==> config.mk <==
export PLATFORM = sky130hd
export DESIGN_NAME = dmem_port
export DESIGN_NICKNAME = d
export VERILOG_FILES = /design/src/rtl/dmem_types.sv /design/src/rtl/rv32i_types.sv /design/src/rtl/dmem_align.sv /design/src/rtl/dmem_port.sv
export SDC_FILE = /design/constraint.sdc
export NUM_CORES = 1
export LEC_CHECK = 0
export BUFFER_PORTS_ARGS = -buffer_cell sky130_fd_sc_hd__clkbuf_2
export CAP_MARGIN = 20
export CORE_MARGIN = 2
export CORE_UTILIZATION = 40
export DETAILED_ROUTE_END_ITERATION = 16
export GPL_TIMING_DRIVEN = 0
export HOLD_SLACK_MARGIN = 0.12
export PLACE_DENSITY = 0.69
export SKIP_CTS_REPAIR_TIMING = 1
export SYNTH_ARGS = -nofsm -noshare
export SYNTH_HDL_FRONTEND = slang
export SYNTH_SLANG_ARGS = --single-unit
==> constraint.sdc <==
create_clock -name clk -period 2.9 [get_ports clk]
set_input_delay 0.58 -clock clk [delete_from_list [all_inputs] [get_ports clk]]
set_output_delay 0.58 -clock clk [all_outputs]
set_load 0.01 [all_outputs]
==> src/rtl/dmem_types.sv <==
// Types and byte-enable constants for the data-memory port.
package dmem_types;
   typedef enum logic [1:0] {
      IDLE = 2'd0,
      BUSY = 2'd1,
      DONE = 2'd2
   } dmem_state_t;

   localparam logic [3:0] MBE_W    = 4'b1111;
   localparam logic [3:0] MBE_H_LO = 4'b0011;
   localparam logic [3:0] MBE_H_HI = 4'b1100;
   localparam logic [3:0] MBE_B    = 4'b0001;
endpackage

==> src/rtl/rv32i_types.sv <==
// Shared RV32I encodings used by the memory-stage blocks.
// Load and store funct3 values share numeric codes but are kept as separate types.
package rv32i_types;
   typedef enum logic [2:0] {
      LB  = 3'd0,
      LH  = 3'd1,
      LW  = 3'd2,
      LBU = 3'd4,
      LHU = 3'd5
   } load_funct3_t;

   typedef enum logic [2:0] {
      SB = 3'd0,
      SH = 3'd1,
      SW = 3'd2
   } store_funct3_t;
endpackage

==> src/rtl/dmem_align.sv <==
// Combinational lane logic: byte enables, replicated store data, formatted load data,
// and legality/misalignment flags for one access described by funct3 and addr[1:0].
module dmem_align
   import rv32i_types::*;
   import dmem_types::*;
(
   input  logic [2:0]  i_funct3,
   input  logic [1:0]  i_addr_lo,
   input  logic        i_is_store,
   input  logic [31:0] i_wdata,
   input  logic [31:0] i_rdata,
   output logic [3:0]  o_mbe,
   output logic [31:0] o_wdata,
   output logic [31:0] o_rdata,
   output logic        o_illegal,
   output logic        o_misaligned
);
   logic [15:0] w_shifted;

   assign w_shifted = 16'(i_rdata >> {i_addr_lo, 3'b000});

   // Size lives in funct3[1:0] for both loads and stores.
   always_comb begin
      o_mbe   = '0;
      o_wdata = '0;
      case (i_funct3[1:0])
         2'd0: begin
            o_mbe   = MBE_B << i_addr_lo;
            o_wdata = {4{i_wdata[7:0]}};
         end
         2'd1: begin
            o_mbe   = i_addr_lo[1] ? MBE_H_HI : MBE_H_LO;
            o_wdata = {2{i_wdata[15:0]}};
         end
         2'd2: begin
            o_mbe   = MBE_W;
            o_wdata = i_wdata;
         end
         default: ;
      endcase
   end

   always_comb begin
      o_rdata = '0;
      case (i_funct3)
         LB:      o_rdata = {{24{w_shifted[7]}}, w_shifted[7:0]};
         LH:      o_rdata = {{16{w_shifted[15]}}, w_shifted[15:0]};
         LW:      o_rdata = i_rdata;
         LBU:     o_rdata = {24'd0, w_shifted[7:0]};
         LHU:     o_rdata = {16'd0, w_shifted[15:0]};
         default: o_rdata = '0;
      endcase
   end

   assign o_illegal    = i_is_store ? (i_funct3 > SW)
                                    : !(i_funct3 inside {LB, LH, LW, LBU, LHU});
   assign o_misaligned = ((i_funct3[1:0] == 2'd2) && (i_addr_lo != 2'd0)) ||
                         ((i_funct3[1:0] == 2'd1) && i_addr_lo[0]);
endmodule

==> src/rtl/dmem_port.sv <==
// MEM-stage data-memory port: request/response handshake with the D-cache and pipeline stall.
// Build option DMEM_MISALIGN_TRAP_EN turns misaligned word/half accesses into traps.
module dmem_port
   import dmem_types::*;
#(
   parameter int ADDR_W = 32,
   parameter int DATA_W = 32
) (
   input  logic              clk,
   input  logic              rst,
   input  logic              req_valid,
   input  logic              req_read,
   input  logic              req_write,
   input  logic [2:0]        req_funct3,
   input  logic [ADDR_W-1:0] req_addr,
   input  logic [DATA_W-1:0] req_wdata,
   output logic              stall,
   output logic              resp_valid,
   output logic [DATA_W-1:0] resp_rdata,
   output logic [3:0]        resp_rmask,
   output logic [3:0]        resp_wmask,
   output logic              trap,
   output logic              data_read,
   output logic              data_write,
   output logic [3:0]        data_mbe,
   output logic [ADDR_W-1:0] data_addr,
   output logic [DATA_W-1:0] data_wdata,
   input  logic [DATA_W-1:0] data_rdata,
   input  logic              data_resp
);
   dmem_state_t       r_state;
   logic [2:0]        r_funct3;
   logic [1:0]        r_addr_lo;
   logic              r_is_store;
   logic              r_data_read, r_data_write;
   logic [3:0]        r_data_mbe;
   logic [ADDR_W-1:0] r_data_addr;
   logic [DATA_W-1:0] r_data_wdata;
   logic [DATA_W-1:0] r_resp_rdata;
   logic [3:0]        r_resp_rmask, r_resp_wmask;
   logic              r_trap;

   logic              w_idle, w_accept, w_is_store;
   logic [2:0]        w_funct3;
   logic [1:0]        w_addr_lo;
   logic [3:0]        w_mbe;
   logic [DATA_W-1:0] w_wdata_al, w_rdata_fmt;
   logic              w_illegal, w_misaligned, w_trap_hit, w_bypass;

   // The aligner sees the live request while idle and the latched one afterwards.
   assign w_idle     = (r_state == IDLE);
   assign w_is_store = w_idle ? req_write : r_is_store;
   assign w_funct3   = w_idle ? req_funct3 : r_funct3;
   assign w_addr_lo  = w_idle ? req_addr[1:0] : r_addr_lo;
   assign w_accept   = ~rst & w_idle & req_valid & (req_read | req_write);

   dmem_align u_align (
      .i_funct3     (w_funct3),
      .i_addr_lo    (w_addr_lo),
      .i_is_store   (w_is_store),
      .i_wdata      (req_wdata),
      .i_rdata      (data_rdata),
      .o_mbe        (w_mbe),
      .o_wdata      (w_wdata_al),
      .o_rdata      (w_rdata_fmt),
      .o_illegal    (w_illegal),
      .o_misaligned (w_misaligned)
   );

`ifdef DMEM_MISALIGN_TRAP_EN
   assign w_trap_hit = ~w_illegal & w_misaligned;
`else
   logic w_unused_misaligned;
   assign w_unused_misaligned = w_misaligned;
   assign w_trap_hit          = 1'b0;
`endif
   assign w_bypass = w_illegal | w_trap_hit;

   always_ff @(posedge clk) begin
      if (rst) begin
         r_state      <= IDLE;
         r_funct3     <= '0;
         r_addr_lo    <= '0;
         r_is_store   <= 1'b0;
         r_data_read  <= 1'b0;
         r_data_write <= 1'b0;
         r_data_mbe   <= '0;
         r_data_addr  <= '0;
         r_data_wdata <= '0;
         r_resp_rdata <= '0;
         r_resp_rmask <= '0;
         r_resp_wmask <= '0;
         r_trap       <= 1'b0;
      end else begin
         case (r_state)
            IDLE: begin
               if (w_accept) begin
                  r_funct3   <= req_funct3;
                  r_addr_lo  <= req_addr[1:0];
                  r_is_store <= req_write;
                  if (w_bypass) begin
                     r_state <= DONE;
                     r_trap  <= w_trap_hit;
                  end else begin
                     r_state      <= BUSY;
                     r_data_read  <= ~req_write;
                     r_data_write <= req_write;
                     r_data_mbe   <= w_mbe;
                     r_data_addr  <= {req_addr[ADDR_W-1:2], 2'b00};
                     r_data_wdata <= req_write ? w_wdata_al : '0;
                  end
               end
            end
            BUSY: begin
               if (data_resp) begin
                  r_state      <= DONE;
                  r_data_read  <= 1'b0;
                  r_data_write <= 1'b0;
                  r_data_mbe   <= '0;
                  r_data_addr  <= '0;
                  r_data_wdata <= '0;
                  r_resp_rdata <= r_is_store ? '0 : w_rdata_fmt;
                  r_resp_rmask <= r_is_store ? 4'd0 : r_data_mbe;
                  r_resp_wmask <= r_is_store ? r_data_mbe : 4'd0;
               end
            end
            DONE: begin
               r_state      <= IDLE;
               r_resp_rdata <= '0;
               r_resp_rmask <= '0;
               r_resp_wmask <= '0;
               r_trap       <= 1'b0;
            end
            default: r_state <= IDLE;
         endcase
      end
   end

   assign stall      = ~rst & (w_accept | (r_state == BUSY));
   assign resp_valid = (r_state == DONE);
   assign resp_rdata = r_resp_rdata;
   assign resp_rmask = r_resp_rmask;
   assign resp_wmask = r_resp_wmask;
   assign trap       = r_trap;
   assign data_read  = r_data_read;
   assign data_write = r_data_write;
   assign data_mbe   = r_data_mbe;
   assign data_addr  = r_data_addr;
   assign data_wdata = r_data_wdata;
endmodule

==> out/qor.txt <==
DRT Wirelength = 16.60 mm
Final Util = 55.14%
Final HPWL DP = 12.66 mm
clock share of power = 45.4%
Worst EP arrival = 3080 ps
Worst-Margin Slew = 1066 ps
nets@finish = 862
CP max stage delay = 510 ps
number of port buffers = 212
Yosys top cell area share = 45.46%
logic gate share of total power = 13.9%
synthesized flop and latch total = 116
first-pass GRT wire length = 25.30 mm
Final setup viols = 0
element type at the critical path end = flip-flop
DRT Pass-1 Iters = 5
Power Density = 597.4 nW/um^2
net switching power = 1.106 mW
drt wl/cell = 17.62 um
worst r2r src = r_state[1]
Power Total = 4.140 mW
Final GP Congestion = 0.9276
Slew Viols, Final = 0
Post-DP Area = 6392 um^2
Avg Inst Size Synth = 9.768 um^2
Sink Count = 116
placed cells = 909
Synth Warn # = 0
final worst slack = 90.76 ps
layout overhead on the synthesized area = 35.66%
Via-to-Cell Ratio = 5.636
CTS tree = yes
outcome = finished clean
Required @ worst endpoint = 3170 ps
Final Cycle Share = 96.87%
Cell Rows = 41
setup tns final = 0 ps
Post-Syn Area = 5109 um^2
final hold vios = 0
max-capacitance violation count = 0
Die ar. = 13690 um^2
Synth cell types = 58
Startpoint Class = flip-flop
fmax = 356.0 MHz
leakage power = 3.012 nW
Min-Delay Path Depth = 2
cts bufs inserted = 17
most common cell in the synthesized netlist = dfxtp_1
I/O pins = 218
slowest CP cell = mux2i_4
worst flop-to-flop path endpoint = resp_rdata[27]
top cells by area, synth = dfxtp_1, a22o_1, a22oi_1, o2bb2ai_1, nand2_1
Synth Flop Type = dfxtp_1
Async SR Flop Fraction = 0%
Mapped Cells = 523
startpoint of the worst hold path = req_addr[15]
Filler cells = 1118
VDD IR max = 0.0003218 V
Setup Skew = 7.765 ps
worst r2r path cells = 8
Sequential Power Share = 40.7%
clk_lat worst skew = 420 ps
vias in the first global route = 4957
most frequent cells after synthesis = dfxtp_1, nand2_1, a22o_1, a22oi_1, o2bb2ai_1
CP cell instances = buf_6 > nor2_8 > mux2i_4 > mux4_2 > nand3_2 > a21boi_2 > buf_2 > a221oi_1
WHS Endpoint = data_addr[15]
Sw Ratio = 26.71%
Crit Path Class = reg2reg
cell internal pwr = 3.034 mW
largest net degree at the start of global routing = 17
Worst slew margin = 28.38%
layout cells sized above 1 = 37.01%
total track usage = 23.95%
worst hold slack = 378.6 ps
Yosys top cell by area = dfxtp_1
Worst-path clk slew = 60 ps
DRC viols = 0
CTS max path bufs = 2
Starting Density = 40.65%
Die H = 117.0 um
n_diodes = 0
H-Tree Level Count = 4
reg2reg setup slack = 90 ps
Layout Cell Area excl Fill = 6930 um^2
crit-path leading delay family = multiplexers
core area = 12570 um^2
crit-path max FO = 10
min cycle time layout = 2809 ps
Die W = 117.0 um
Seq/Total Area, Yosys = 45.46%
initial antenna violation count = 0
Place WS = -63.33 ps
post-route insts no fill = 942
Vias = 5309
hold crit path type = in2reg
Root Buffer = clkbuf_16
starting DRC count in detailed routing = 512
Post-DRT Antenna Nets = 0
footprint of the multi-input gates = 2555 um^2
RSZ-0062 raised after global routing = no
Post-synth EDFFs = 0
Bufs and invs on worst path = 2
total grt overflow = 0
FF/Latch Area = 2322 um^2
==> cells by family (layout without fill, tap and decap cells) <==
logic type	Yosys count	count (layout)	share of synthesized area (%)
AO/OA/AOI/OAI	209	209	32.08
XOR/XNOR	1	1	0.1715
buffers and inverters	50	295	4.678
flip-flops	116	116	45.46
multiplexers	29	29	6.490
other	1	3	0.07340
AND/OR/NAND/NOR	117	117	11.05
==> cell usage in the layout, fill, tap and decap left out, types with 5 or more instances in the layout <==
| cell type | netlist | final |
|---|---|---|
| clkbuf_2 | 0 | 212 |
| dfxtp_1 | 116 | 116 |
| nand2_1 | 60 | 60 |
| a22o_1 | 48 | 48 |
| a22oi_1 | 47 | 47 |
| clkbuf_1 | 25 | 28 |
| o2bb2ai_1 | 26 | 26 |
| a221oi_1 | 17 | 17 |
| mux2i_1 | 17 | 17 |
| a21oi_1 | 17 | 17 |
| clkbuf_16 | 0 | 17 |
| o21ai_0 | 15 | 15 |
| buf_2 | 14 | 15 |
| o211ai_1 | 14 | 14 |
| nor2_1 | 12 | 12 |
| nand3_1 | 11 | 11 |
| mux2_2 | 9 | 9 |
| nand2b_1 | 6 | 6 |
| a221o_1 | 6 | 6 |
| clkinv_2 | 0 | 5 |
==> power by group through the flow <==
stage,Clock [mW],Sequential [mW],Combinational (mW)
floorplan,0,1.74,0.307
global placement,0,1.72,0.554
detailed placement,0,1.72,0.565
CTS,1.89,1.68,0.568
global route,1.98,1.69,0.624
finish,1.88,1.69,0.574
==> layer usage <==
metal / part of all wire [%] / vias to the layer above / track usage, %
met1: 43 / 2488 / 31.21
met3: 7.4 / 51 / 5.098
met2: 46 / 267 / 37.61
met5: 0 / - / 0
li1: - / 2503 / -
met4: 3.3 / 0 / 12.08
==> flip-flops by register name (all words and copies together), names as in the netlist, 2 cells and up <==
signal	flops
data_addr	30
data_mbe	4
data_wdata	32
r_addr_lo	2
r_funct3	3
r_state	2
resp_rdata	32
resp_rmask	4
resp_wmask	4
==> how the worst max path moves through the flow <==
stage,endpoint,start,cells after the start
final,resp_rdata[27],r_state[1],8
after global routing,resp_rdata[30],r_state[1],8
after CTS,resp_rdata[5],r_state[0],8
after detailed placement,resp_rdata[5],rst,7
after global placement,resp_rdata[1],rst,7
after floorplan,data_wdata[4],rst,8
==> worst register-to-register path: cells and delay by family (launching register included) <==
kind                   cells  cell delay [ps]
buffers and inverters      2              460
DFF                        1              320
and+or+nand+nor            2              420
muxes                      2              930
AOI/OAI and AO/OA          2              520
==> area by class of cell <==
type | instances | share of cell area [%]
Timing Repair Buffer | 213 | 15.38
Clock buffer | 23 | 6.897
Inverter | 4 | 0.2166
Tap cell | 172 | 3.105
Sequential cell | 116 | 33.51
Multi-Input combinational cell | 359 | 36.87
Clock inverter | 9 | 0.7944
Buffer | 46 | 3.232
No activity file was read; power rests on OpenSTA's default activity.
